**src/rtl/alarm_clock_multi.sv**
```systemverilog
// 24-hour time-of-day clock with an exact 1 s prescaler and NUM_ALARMS alarm slots,
// with snooze, ring timeout and validation of BCD time/alarm loads.
module alarm_clock_multi #(
  parameter int CLK_DIV        = 10,
  parameter int NUM_ALARMS     = 4,
  parameter int SNOOZE_S       = 300,
  parameter int RING_TIMEOUT_S = 60,
  localparam int SEL_W = (NUM_ALARMS > 1) ? $clog2(NUM_ALARMS) : 1
) (
  input  logic                  clk,
  input  logic                  reset,
  input  logic [1:0]            H_in1,
  input  logic [3:0]            H_in0,
  input  logic [3:0]            M_in1,
  input  logic [3:0]            M_in0,
  input  logic                  LD_time,
  input  logic                  LD_alarm,
  input  logic [SEL_W-1:0]      AL_sel,
  input  logic [NUM_ALARMS-1:0] AL_ON,
  input  logic                  STOP_al,
  input  logic                  SNOOZE,
  output logic                  Alarm,
  output logic [SEL_W-1:0]      alarm_id,
  output logic                  snoozed,
  output logic                  tick_1s,
  output logic                  load_err,
  output logic [1:0]            H_out1,
  output logic [3:0]            H_out0,
  output logic [3:0]            M_out1,
  output logic [3:0]            M_out0,
  output logic [3:0]            S_out1,
  output logic [3:0]            S_out0
);

  localparam int PW = (CLK_DIV > 1) ? $clog2(CLK_DIV) : 1;
  localparam int RW = $clog2(RING_TIMEOUT_S + 1);
  localparam int SW = $clog2(SNOOZE_S + 1);
  localparam logic [PW-1:0] PRESC_LAST = PW'(CLK_DIV - 1);
  localparam logic [RW-1:0] RING_LAST  = RW'(RING_TIMEOUT_S - 1);
  localparam logic [SW-1:0] SNZ_LOAD   = SW'(SNOOZE_S);

  typedef enum logic [1:0] {ST_IDLE, ST_RING, ST_SNZ} state_e;

  logic [PW-1:0] presc_q, presc_d;
  logic [5:0]    sec_q, sec_d;
  logic [5:0]    min_q, min_d;
  logic [4:0]    hour_q, hour_d;
  logic          load_err_q;
  logic [4:0]    al_hour_q [NUM_ALARMS];
  logic [5:0]    al_min_q  [NUM_ALARMS];

  state_e           state_q;
  logic [RW-1:0]    ring_cnt_q;
  logic [SW-1:0]    snz_cnt_q;
  logic [SEL_W-1:0] alarm_id_q;

  logic             tick;
  logic             roll;
  logic [5:0]       hour_in;
  logic [7:0]       min_in;
  logic             in_valid;
  logic             sel_ok;
  logic             match_hit;
  logic [SEL_W-1:0] match_idx;

  assign tick = (presc_q == PRESC_LAST);

  // BCD digits are recombined into binary so range checks are a single compare.
  assign hour_in  = 6'(H_in1) * 6'd10 + 6'(H_in0);
  assign min_in   = 8'(M_in1) * 8'd10 + 8'(M_in0);
  assign in_valid = (H_in0 <= 4'd9) && (M_in1 <= 4'd9) && (M_in0 <= 4'd9) &&
                    (hour_in <= 6'd23) && (min_in <= 8'd59);

  always_comb begin
    sel_ok = 1'b0;
    for (int i = 0; i < NUM_ALARMS; i++) begin
      if (AL_sel == SEL_W'(i)) sel_ok = 1'b1;
    end
  end

  // NOTE: every variable gets a default at the top of always_comb so no path leaves it unassigned (no latch).
  always_comb begin
    presc_d = tick ? '0 : presc_q + PW'(1);
    sec_d   = sec_q;
    min_d   = min_q;
    hour_d  = hour_q;
    roll    = 1'b0;
    if (tick) begin
      if (sec_q == 6'd59) begin
        sec_d = '0;
        roll  = 1'b1;
        if (min_q == 6'd59) begin
          min_d  = '0;
          hour_d = (hour_q == 5'd23) ? '0 : hour_q + 5'd1;
        end else begin
          min_d = min_q + 6'd1;
        end
      end else begin
        sec_d = sec_q + 6'd1;
      end
    end
    // A valid time load wins over the tick and can never raise a match.
    if (LD_time && in_valid) begin
      hour_d  = hour_in[4:0];
      min_d   = min_in[5:0];
      sec_d   = '0;
      presc_d = '0;
      roll    = 1'b0;
    end
  end

  // Downward scan so the lowest matching slot is the one left standing.
  always_comb begin
    match_hit = 1'b0;
    match_idx = '0;
    for (int i = NUM_ALARMS - 1; i >= 0; i--) begin
      if (roll && AL_ON[i] && (al_hour_q[i] == hour_d) && (al_min_q[i] == min_d)) begin
        match_hit = 1'b1;
        match_idx = SEL_W'(i);
      end
    end
  end

  // NOTE: sequential state uses non-blocking assignments so every register samples pre-edge values.
  always_ff @(posedge clk or negedge reset) begin
    if (!reset) begin
      presc_q    <= '0;
      sec_q      <= '0;
      min_q      <= '0;
      hour_q     <= '0;
      load_err_q <= 1'b0;
      // NOTE: the alarm slots are a register file that must read 00:00 after reset, so they are reset too.
      for (int i = 0; i < NUM_ALARMS; i++) begin
        al_hour_q[i] <= '0;
        al_min_q[i]  <= '0;
      end
    end else begin
      presc_q    <= presc_d;
      sec_q      <= sec_d;
      min_q      <= min_d;
      hour_q     <= hour_d;
      load_err_q <= (LD_time && !in_valid) || (LD_alarm && !(in_valid && sel_ok));
      if (LD_alarm && in_valid && sel_ok) begin
        al_hour_q[AL_sel] <= hour_in[4:0];
        al_min_q[AL_sel]  <= min_in[5:0];
      end
    end
  end

  always_ff @(posedge clk or negedge reset) begin
    if (!reset) begin
      state_q    <= ST_IDLE;
      ring_cnt_q <= '0;
      snz_cnt_q  <= '0;
      alarm_id_q <= '0;
    end else begin
      unique case (state_q)
        ST_IDLE: begin
          if (match_hit) begin
            state_q    <= ST_RING;
            alarm_id_q <= match_idx;
            ring_cnt_q <= '0;
          end
        end
        ST_RING: begin
          if (STOP_al) begin
            state_q <= ST_IDLE;
          end else if (SNOOZE) begin
            state_q   <= ST_SNZ;
            snz_cnt_q <= SNZ_LOAD;
          end else if (tick) begin
            if (ring_cnt_q == RING_LAST) state_q <= ST_IDLE;
            else                         ring_cnt_q <= ring_cnt_q + RW'(1);
          end
        end
        ST_SNZ: begin
          if (STOP_al) begin
            state_q <= ST_IDLE;
          end else if (match_hit) begin
            state_q    <= ST_RING;
            alarm_id_q <= match_idx;
            ring_cnt_q <= '0;
          end else if (tick) begin
            if (snz_cnt_q == SW'(1)) begin
              state_q    <= ST_RING;
              ring_cnt_q <= '0;
            end
            snz_cnt_q <= snz_cnt_q - SW'(1);
          end
        end
        default: state_q <= ST_IDLE;
      endcase
    end
  end

  assign Alarm    = (state_q == ST_RING);
  assign snoozed  = (state_q == ST_SNZ);
  assign alarm_id = alarm_id_q;
  assign tick_1s  = tick;
  assign load_err = load_err_q;

  assign H_out1 = 2'(hour_q / 5'd10);
  assign H_out0 = 4'(hour_q % 5'd10);
  assign M_out1 = 4'(min_q / 6'd10);
  assign M_out0 = 4'(min_q % 6'd10);
  assign S_out1 = 4'(sec_q / 6'd10);
  assign S_out0 = 4'(sec_q % 6'd10);

endmodule
```
**config.mk**
```make
export PLATFORM = sky130hd
export DESIGN_NAME = alarm_clock_multi
export DESIGN_NICKNAME = d
export VERILOG_FILES = /design/src/rtl/alarm_clock_multi.sv
export SDC_FILE = /design/constraint.sdc
export NUM_CORES = 1
export LEC_CHECK = 0
export ABC_CLOCK_PERIOD_IN_PS = 6000
export BUFFER_PORTS_ARGS = -buffer_cell sky130_fd_sc_hd__buf_2
export CAP_MARGIN = 10
export CORE_ASPECT_RATIO = 1.1
export CORE_MARGIN = 8
export CORE_UTILIZATION = 65
export DETAILED_ROUTE_END_ITERATION = 6
export MAX_ROUTING_LAYER = met4
export PLACE_DENSITY = 0.86
export SLEW_MARGIN = 20
export SYNTH_ARGS = -nofsm -noshare
export SYNTH_HDL_FRONTEND = slang
export SYNTH_SLANG_ARGS = --single-unit
```
**constraint.sdc**
```tcl
create_clock -name clk -period 6 [get_ports clk]
set_input_delay 1.5 -clock clk [delete_from_list [all_inputs] [get_ports clk]]
set_output_delay 1.5 -clock clk [all_outputs]
set_load 0.005 [all_outputs]
```
==> results by group, run 1 <==
Yosys
  – Yosys cell types: 76
  – Synth area leaders: dfrtp_1 35%, ha_1 6.6%, mux2_2 5.0%, xnor2_1 4.0%, nand2_1 3.9%
  – #FFs+latches synth: 85
  – EDFF count, synth: 0
  – Top cell type's share of synthesized area: 0.3504
  – Post-synthesis sequential area ratio: 0.3504
  – Yosys top cell by area: dfrtp_1
  – Cell area after synthesis: 6071 um^2
  – Syn Inst Count: 669
  – Async SR Flop Fraction: 1.000
  – Synth Warn #: 0
  – Average size of a mapped cell: 9.074 um^2
  – Top FF cell, synth: dfrtp_1

Timing
  – Min cycle time layout: 5.614 ns
  – RSZ-0062 raised after global routing: no
  – Max Freq: 178.1 MHz
  – Fin crit share: 0.9356
  – Worst Skew: 0.009897 ns
  – Max Slew Vio Count: 0
  – Slew HR: 0.4167
  – Worst Tran Pin Value: 0.8655 ns
  – Setup violators final: 0
  – Fin. Hold Viols: 0
  – Hold WS: 0.4938 ns

Cells and area
  – P&R area growth vs syn: 8.697%
  – Post-Layout Cell Count: 827
  – Filler cell count: 677
  – FF+latch area: 2127 um^2
  – Multi-input gate area: 3626 um^2
  – ANT cells: 0
  – Share of cells above drive strength 1: 0.1662
  – Net count reported at finish: 768

Global route
  – Vias in the first global route: 5125
  – First-pass GRT wire length: 24240 um
  – GRT Total Usage: 0.2407
  – Total gr overflow: 0
  – Initial antenna violation count: 0
  – Pin count of the biggest net entering global routing: 86

Drt
  – Via Count: 5198
  – Drt pass-1 iters: 5
  – Number of vias per cell: 6.285
  – DR WL/cell: 17.74 um
  – DRC Markers: 0
  – Detailed Route Iter0 Violations: 382
  – Final wirelength: 14670 um
  – Final ANT Viol Nets: 0

Clock tree
  – CTS Buffer Depth: 2
  – Hold Buf Count CTS: 0
  – Clk Latency, worst-skew pair: 0.37 ns
  – Clk sinks: 85
  – Htree depth: 3
  – CTS tree: yes
  – Inserted Clock Buffers: 9
  – CTS Root Cell: clkbuf_8
  – Post-CTS Setup Bufs: 0
  – Clock transition at path regs: 0.09 ns
  – CTS resizes: 0

Floorplanning
  – Core area: 9213 um^2
  – Die height: 117.4 um
  – DIE WIDTH: 108.1 um
  – Die ar.: 12690 um^2
  – Top Ports: 54
  – Rows: 37
  – Initial Util: 0.6590

Pwr
  – Worst vdd ir: 0.0002097 V
  – Power Density: 424.2 nW/um^2
  – Clock power frac: 0.159
  – Gate power share: 0.483
  – Sw Pwr: 1.186 mW
  – Internal power: 1.613 mW
  – Leakage power: 3.097 nW
  – Sequential share of power: 0.358
  – Switching Fraction: 0.4238

Place
  – Hpwl dp: 11000 um
  – GP Congestion: 0.9180
  – I/O Buffers: 51
  – Cell count after placement: 813

Worst setup path
  – Slowest CP cell: a2111oi_1
  – Worst path cell trace: buf_2 -> ha_1 -> ha_1 -> inv_1 -> fa_1 -> and2b_1 -> a32o_1 -> o22ai_2 -> nor4b_1 -> buf_4 -> or3b_1 -> a2111oi_1 -> and4_4 -> nor4_4 -> buf_4 -> a211oi_1 -> nor3_2
  – Critical path type: input pin to flop
  – R2R setup slack: 1.57 ns
  – Startpoint types: input pin
  – Reg2reg end: snz_cnt_q[5]
  – Arr. time, crit path: 5.87 ns
  – RR Startpoint: sec_q[1]
  – Crit Path Max Fanout: 17
  – CP peak stage delay: 0.80 ns
  – Crit end category: flop
  – CP required: 6.26 ns
  – R2R depth: 12

Min path
  – Hold path endpoint: presc_q[0]
  – Hold Path Class: flop to flop
  – Min-Delay Path Depth: 1
  – Hold_sp: presc_q[0]

Status
  – Outcome: finished, final reports clean

Job
  – Total of max-cap violations: 0
## metal layers
metal / track usage / routed length (um)
met5: - / 0
met2: 0.3934 / 7273
met4: 0.1381 / 620
met1: 0.2734 / 5973
met3: 0.03395 / 801
## registers in the layout, summed over array words and instances, names as in the netlist
register / cells
al_hour_q: 20
hour_q: 5
presc_q: 4
ring_cnt_q: 6
state_q: 2
load_err: 1
min_q: 6
al_min_q: 24
snz_cnt_q: 9
sec_q: 6
alarm_id: 2
## worst max-delay path by stage
stage | slack (ns) | from | endpoint | depth (start not counted)
5_1_grt | 0.20 | M_in1[1] | snz_cnt_q[8] | 17
6_report | 0.39 | M_in1[1] | snz_cnt_q[5] | 17
2_1_floorplan | 0.74 | M_in1[1] | ring_cnt_q[3] | 14
4_1_cts | 0.25 | M_in1[1] | snz_cnt_q[2] | 17
3_5_place_dp | -0.13 | M_in1[1] | snz_cnt_q[2] | 17
3_3_place_gp | 0.22 | M_in1[1] | snz_cnt_q[2] | 17
## through the flow
stage	setup slack, ns	power (mW)	area (um^2)	utilization	setup TNS, ns
detailed placement	-0.1311	2.351	6382	0.6928	-0.6846
global route	0.1963	2.999	6599	0.7163	0
global placement	0.2228	2.263	6382	0.6928	0
floorplan	0.7372	1.932	6075	-	0
finish	0.3863	2.799	6599	0.7163	0
CTS	0.2456	2.802	6594	0.7157	0
## placed cells by master (no fill, tap or decap), types with 9 or more instances in the layout
cell type / count
a211oi_1: 9
a21o_1: 9
a21oi_1: 31
buf_2: 50
clkbuf_8: 10
dfrtp_1: 85
ha_1: 32
inv_1: 40
mux2_2: 27
mux2i_1: 21
nand2_1: 63
nand2b_1: 9
nand3_1: 18
nand4_1: 9
nor2_1: 61
nor3_1: 15
o21ai_0: 35
xnor2_1: 28
xor2_1: 24
## critical path, delay by kind of cell
| family | cells | cell delay [ns] |
|---|---|---|
| fa+ha+maj | 3 | 1.01 |
| buf+inv | 4 | 0.59 |
| compound gates | 4 | 1.39 |
| simple gates | 6 | 1.37 |
## cell usage after synthesis (all sizes together) (15+ instances only)
master and instances:
nor3 19, mux2 27, nand2 63, inv 40
dfrtp 85, a21oi 32, clkbuf 18, xnor2 28
nor2 61, o21ai 36, xor2 24, nand3 18
ha 32, buf 15, mux2i 22
## cell families (layout without fill, tap and decap cells)
group	count (synthesis)	in the layout	share of synthesized area
buf+inv	74	114	0.05420
flops	85	85	0.3504
simple gates	234	234	0.2007
mux	49	49	0.08842
compound gates	138	138	0.1511
other cells	1	2	0.0006177
fa+ha+maj	35	35	0.07584
xor+xnor	53	53	0.07873
## power by group through the flow
stage                     clock network [mW]  registers (mW)  logic (mW)
final                                  0.444            1.00        1.35
after global routing                   0.475            1.03        1.49
after CTS                              0.449           0.992        1.36
after detailed placement                   0            1.00        1.35
after global placement                     0           0.983        1.28
after floorplan                            0           0.880        1.05
## cell type report
type / count / area share
clock buffer: 10 / 0.02086
clock inverter: 4 / 0.01119
inverter: 41 / 0.02332
multi-input combinational: 511 / 0.5495
sequential: 85 / 0.3223
tap: 117 / 0.02218
timing repair buffer: 59 / 0.05063
Note: power is estimated with default switching activity, not from simulation.
==> run 2, diff against run 1 <==
--- a/config.mk
+++ b/config.mk
@@ -5,12 +5,14 @@
 export SDC_FILE = /design/constraint.sdc
 export NUM_CORES = 1
 export LEC_CHECK = 0
+export ABC_AREA = 1
 export ABC_CLOCK_PERIOD_IN_PS = 6000
 export BUFFER_PORTS_ARGS = -buffer_cell sky130_fd_sc_hd__buf_2
 export CAP_MARGIN = 10
 export CORE_ASPECT_RATIO = 1.1
 export CORE_MARGIN = 8
 export CORE_UTILIZATION = 65
+export CTS_BUF_LIST = sky130_fd_sc_hd__clkbuf_4
 export DETAILED_ROUTE_END_ITERATION = 6
 export MAX_ROUTING_LAYER = met4
 export PLACE_DENSITY = 0.86
==> run 2 against run 1 <==
Total power up 4.3%. Global-route usage up 0.61 points. Hold slack better by 0.024 ns. Core utilization down 1.5 points. Final cell count up 33%. Die area up 8.8%. Sequential share of layout area down 2.5 points. Combinational power up 19%. Synthesized area up 10%. Critical path type unchanged. Largest power group unchanged.
==> results by group, run 2 <==
Status
  – Outcome: finished, final reports clean

Timing
  – Fin crit share: 0.8023 (-0.1333)
  – RSZ-0062 raised after global routing: no
  – Worst Tran Pin Value: 0.8976 ns (+0.03218 ns)
  – Worst Skew: 0.01571 ns (+0.005811 ns)
  – Slew HR: 0.3999 (-0.01682)
  – Max Freq: 207.7 MHz (+17%)
  – Fin. Hold Viols: 0 (unchanged)
  – Min cycle time layout: 4.814 ns (-0.7999 ns)
  – Max Slew Vio Count: 0 (unchanged)
  – Hold WS: 0.5173 ns (+0.02354 ns)
  – Setup_tns: 0 ns (unchanged)
  – Setup violators final: 0 (unchanged)

Cells and area
  – Top flop regs: al_min_q: 24 flops, al_hour_q: 20 flops, snz_cnt_q: 9 flops
  – P&R area growth vs syn: 6.817%
  – Largest register FFs: 24 (unchanged)
  – Net count reported at finish: 1036 (+35%)
  – Filler cell count: 859 (+27%)
  – Share of cells above drive strength 1: 0.1449 (-0.02130)
  – Most common cell after layout, fill and taps aside: nand2_1
  – Biggest register: al_min_q
  – Commonest cells after routing, fill and taps aside: 251 x nand2_1, 161 x inv_1, 91 x nand3_1
  – Post-Layout Cell Count: 1104 (+33%)

Drt
  – Via Count: 5975 (+15%)
  – Detailed Route Iter0 Violations: 483 (+26%)
  – Number of vias per cell: 5.412 (-14%)
  – Final wirelength: 15740 um (+7.3%)
  – DR WL/cell: 14.26 um (-20%)
  – Drt pass-1 iters: 6 (+1)
  – Final ANT Viol Nets: 0 (unchanged)
  – DRC Markers: 0 (unchanged)

Floorplanning
  – Core area: 10200 um^2 (+11%)
  – Die ar.: 13810 um^2 (+8.8%)
  – Rows: 39 (+5.4%)
  – Die height: 122.5 um (+4.4%)
  – DIE WIDTH: 112.8 um (+4.3%)
  – Top Ports: 54 (unchanged)
  – Initial Util: 0.6569 (-0.002119)

Clock tree
  – Clock transition at path regs: 0.13 ns (+0.04 ns)
  – CTS Buffer Depth: 2 (unchanged)
  – Clk sinks: 85 (unchanged)
  – CTS resizes: 0 (unchanged)
  – Post-CTS Setup Bufs: 0 (unchanged)
  – CTS Root Cell: clkbuf_4
  – Htree depth: 3 (unchanged)
  – CTS tree: yes
  – Hold Buf Count CTS: 0 (unchanged)
  – Inserted Clock Buffers: 9 (unchanged)
  – Clk Latency, worst-skew pair: 0.45 ns (+0.08 ns)

Worst setup path
  – Critical path type: input pin to flop
  – Crit path from: M_in1[1]
  – Crit end category: flop
  – Worst path most repeated cell: nand2_1
  – CP peak stage delay: 0.45 ns (-0.35 ns)
  – Crit Path Max Fanout: 18 (+1)
  – R2R setup slack: 2.29 ns (+0.72 ns)
  – R2R depth: 23 (+11)
  – Reg2reg end: snz_cnt_q[5]
  – CP required: 6.36 ns (+0.10 ns)
  – Slowest CP cell: fa_1
  – Arr. time, crit path: 5.17 ns (-0.70 ns)
  – Startpoint types: input pin
  – RR Startpoint: presc_q[1]

Job
  – Total of max-cap violations: 0 (unchanged)

Yosys
  – #FFs+latches synth: 85 (unchanged)
  – Top cell type's share of synthesized area: 0.3175 (-0.03285)
  – Cell area after synthesis: 6699 um^2 (+10%)
  – Yosys cell types: 48 (-37%)
  – Synth area leaders: dfrtp_1 32%, nand2_1 14%, inv_1 9.0%, nand3_1 6.8%, ha_1 6.0%
  – Syn Inst Count: 930 (+39%)
  – Post-synth top cells: 251 x nand2_1, 161 x inv_1, 91 x nand3_1
  – Synth Warn #: 0 (unchanged)
  – Async SR Flop Fraction: 1.000 (unchanged)
  – EDFF count, synth: 0 (unchanged)
  – Yosys top cell by area: dfrtp_1
  – Top FF cell, synth: dfrtp_1
  – Average size of a mapped cell: 7.203 um^2 (-21%)
  – Top-count cell post-synth: nand2_1
  – Post-synthesis sequential area ratio: 0.3175 (-0.03285)

Pwr
  – Gate power share: 0.547 (+0.064)
  – Sequential share of power: 0.324 (-0.034)
  – Internal power: 1.543 mW (-4.3%)
  – Sw Pwr: 1.375 mW (+16%)
  – Clock power frac: 0.129 (-0.030)
  – Switching Fraction: 0.4713 (+0.04745)
  – Power Density: 407.9 nW/um^2 (-3.9%)
  – Worst vdd ir: 0.0002300 V (+9.7%)
  – Leakage power: 3.796 nW (+23%)

Min path
  – Hold Path Class: flop to flop
  – Min-Delay Path Depth: 2 (+1)
  – Hold_sp: al_min_q[1]
  – Hold path endpoint: al_min_q[1]

Global route
  – First-pass GRT wire length: 26750 um (+10%)
  – Total gr overflow: 0 (unchanged)
  – Pin count of the biggest net entering global routing: 62 (-28%)
  – Vias in the first global route: 5783 (+13%)
  – GRT Total Usage: 0.2468 (+0.006109)
  – Initial antenna violation count: 1 (+1)

Place
  – Cell count after placement: 1087 (+34%)
  – Hpwl dp: 12290 um (+12%)
  – GP Congestion: 0.9596 (+4.5%)
  – I/O Buffers: 51 (unchanged)
## run 2: stage by stage
stage / util / power [mW] / instance area [um^2] / setup WS, ns
CTS: 0.7014 / 2.918 / 7153 / 1.225
floorplan: - / 2.110 / 6703 / 1.570
global placement: 0.6859 / 2.495 / 6995 / 0.8854
detailed placement: 0.6859 / 2.537 / 6995 / 0.7382
finish: 0.7016 / 2.918 / 7156 / 1.186
global route: 0.7016 / 3.198 / 7156 / 0.9066
## run 2: worst max-delay path by stage
stage	depth (start not counted)	slack [ns]	end
6_report	26	1.19	snz_cnt_q[5]
5_1_grt	25	0.91	snz_cnt_q[8]
4_1_cts	26	1.22	snz_cnt_q[5]
3_5_place_dp	26	0.74	snz_cnt_q[5]
3_3_place_gp	26	0.89	snz_cnt_q[0]
2_1_floorplan	26	1.57	snz_cnt_q[5]
## run 2: worst max-delay path: cells and delay by family
family	cells	cell delay [ns]
AOI/OAI and AO/OA	1	0.09
adders and majority gates	3	0.96
buffers and inverters	5	0.70
and+or+nand+nor	17	1.92
## run 2: cells by family (layout without fill, tap and decap cells)
kind of cell / count (synthesis) / in the layout / synth area share
muxes: 3 / 3 / 0.004669
adders and majority gates: 35 / 35 / 0.06873
xor gates and xnor gates: 18 / 18 / 0.02465
and+or+nand+nor: 501 / 501 / 0.3870
AOI/OAI and AO/OA: 98 / 98 / 0.07845
other: 1 / 3 / 0.0005598
DFF: 85 / 85 / 0.3175
buffers and inverters: 189 / 238 / 0.1184
## run 2: layout make-up
type | instances | area (um^2) | share of cell area
well taps | 123 | 153.9 | 0.02151
diodes | 1 | 2.502 | 0.0003497
clock inverters | 5 | 75.07 | 0.01049
clock buffers | 11 | 82.58 | 0.01154
inverters | 165 | 619.3 | 0.08655
flip-flops and latches | 85 | 2127 | 0.2973
multi-input cells | 657 | 3792 | 0.5300
repair buffers | 57 | 302.8 | 0.04232
## run 2: routing by layer
layer  vias to the layer above  share of wire  global-route usage
li1                       3027              -                   -
met3                        38          0.060             0.03396
met1                      2726           0.42              0.2955
met2                       184           0.49              0.4145
met4                         0          0.029             0.09873
met5                         -              0                   -
## run 2: power groups by stage
| stage | registers [mW] | clock network, mW | logic, mW |
|---|---|---|---|
| after CTS | 0.941 | 0.383 | 1.60 |
| after detailed placement | 0.951 | 0 | 1.59 |
| after global placement | 0.949 | 0 | 1.55 |
| after floorplan | 0.895 | 0 | 1.21 |
| final | 0.945 | 0.377 | 1.60 |
| after global routing | 0.971 | 0.404 | 1.82 |
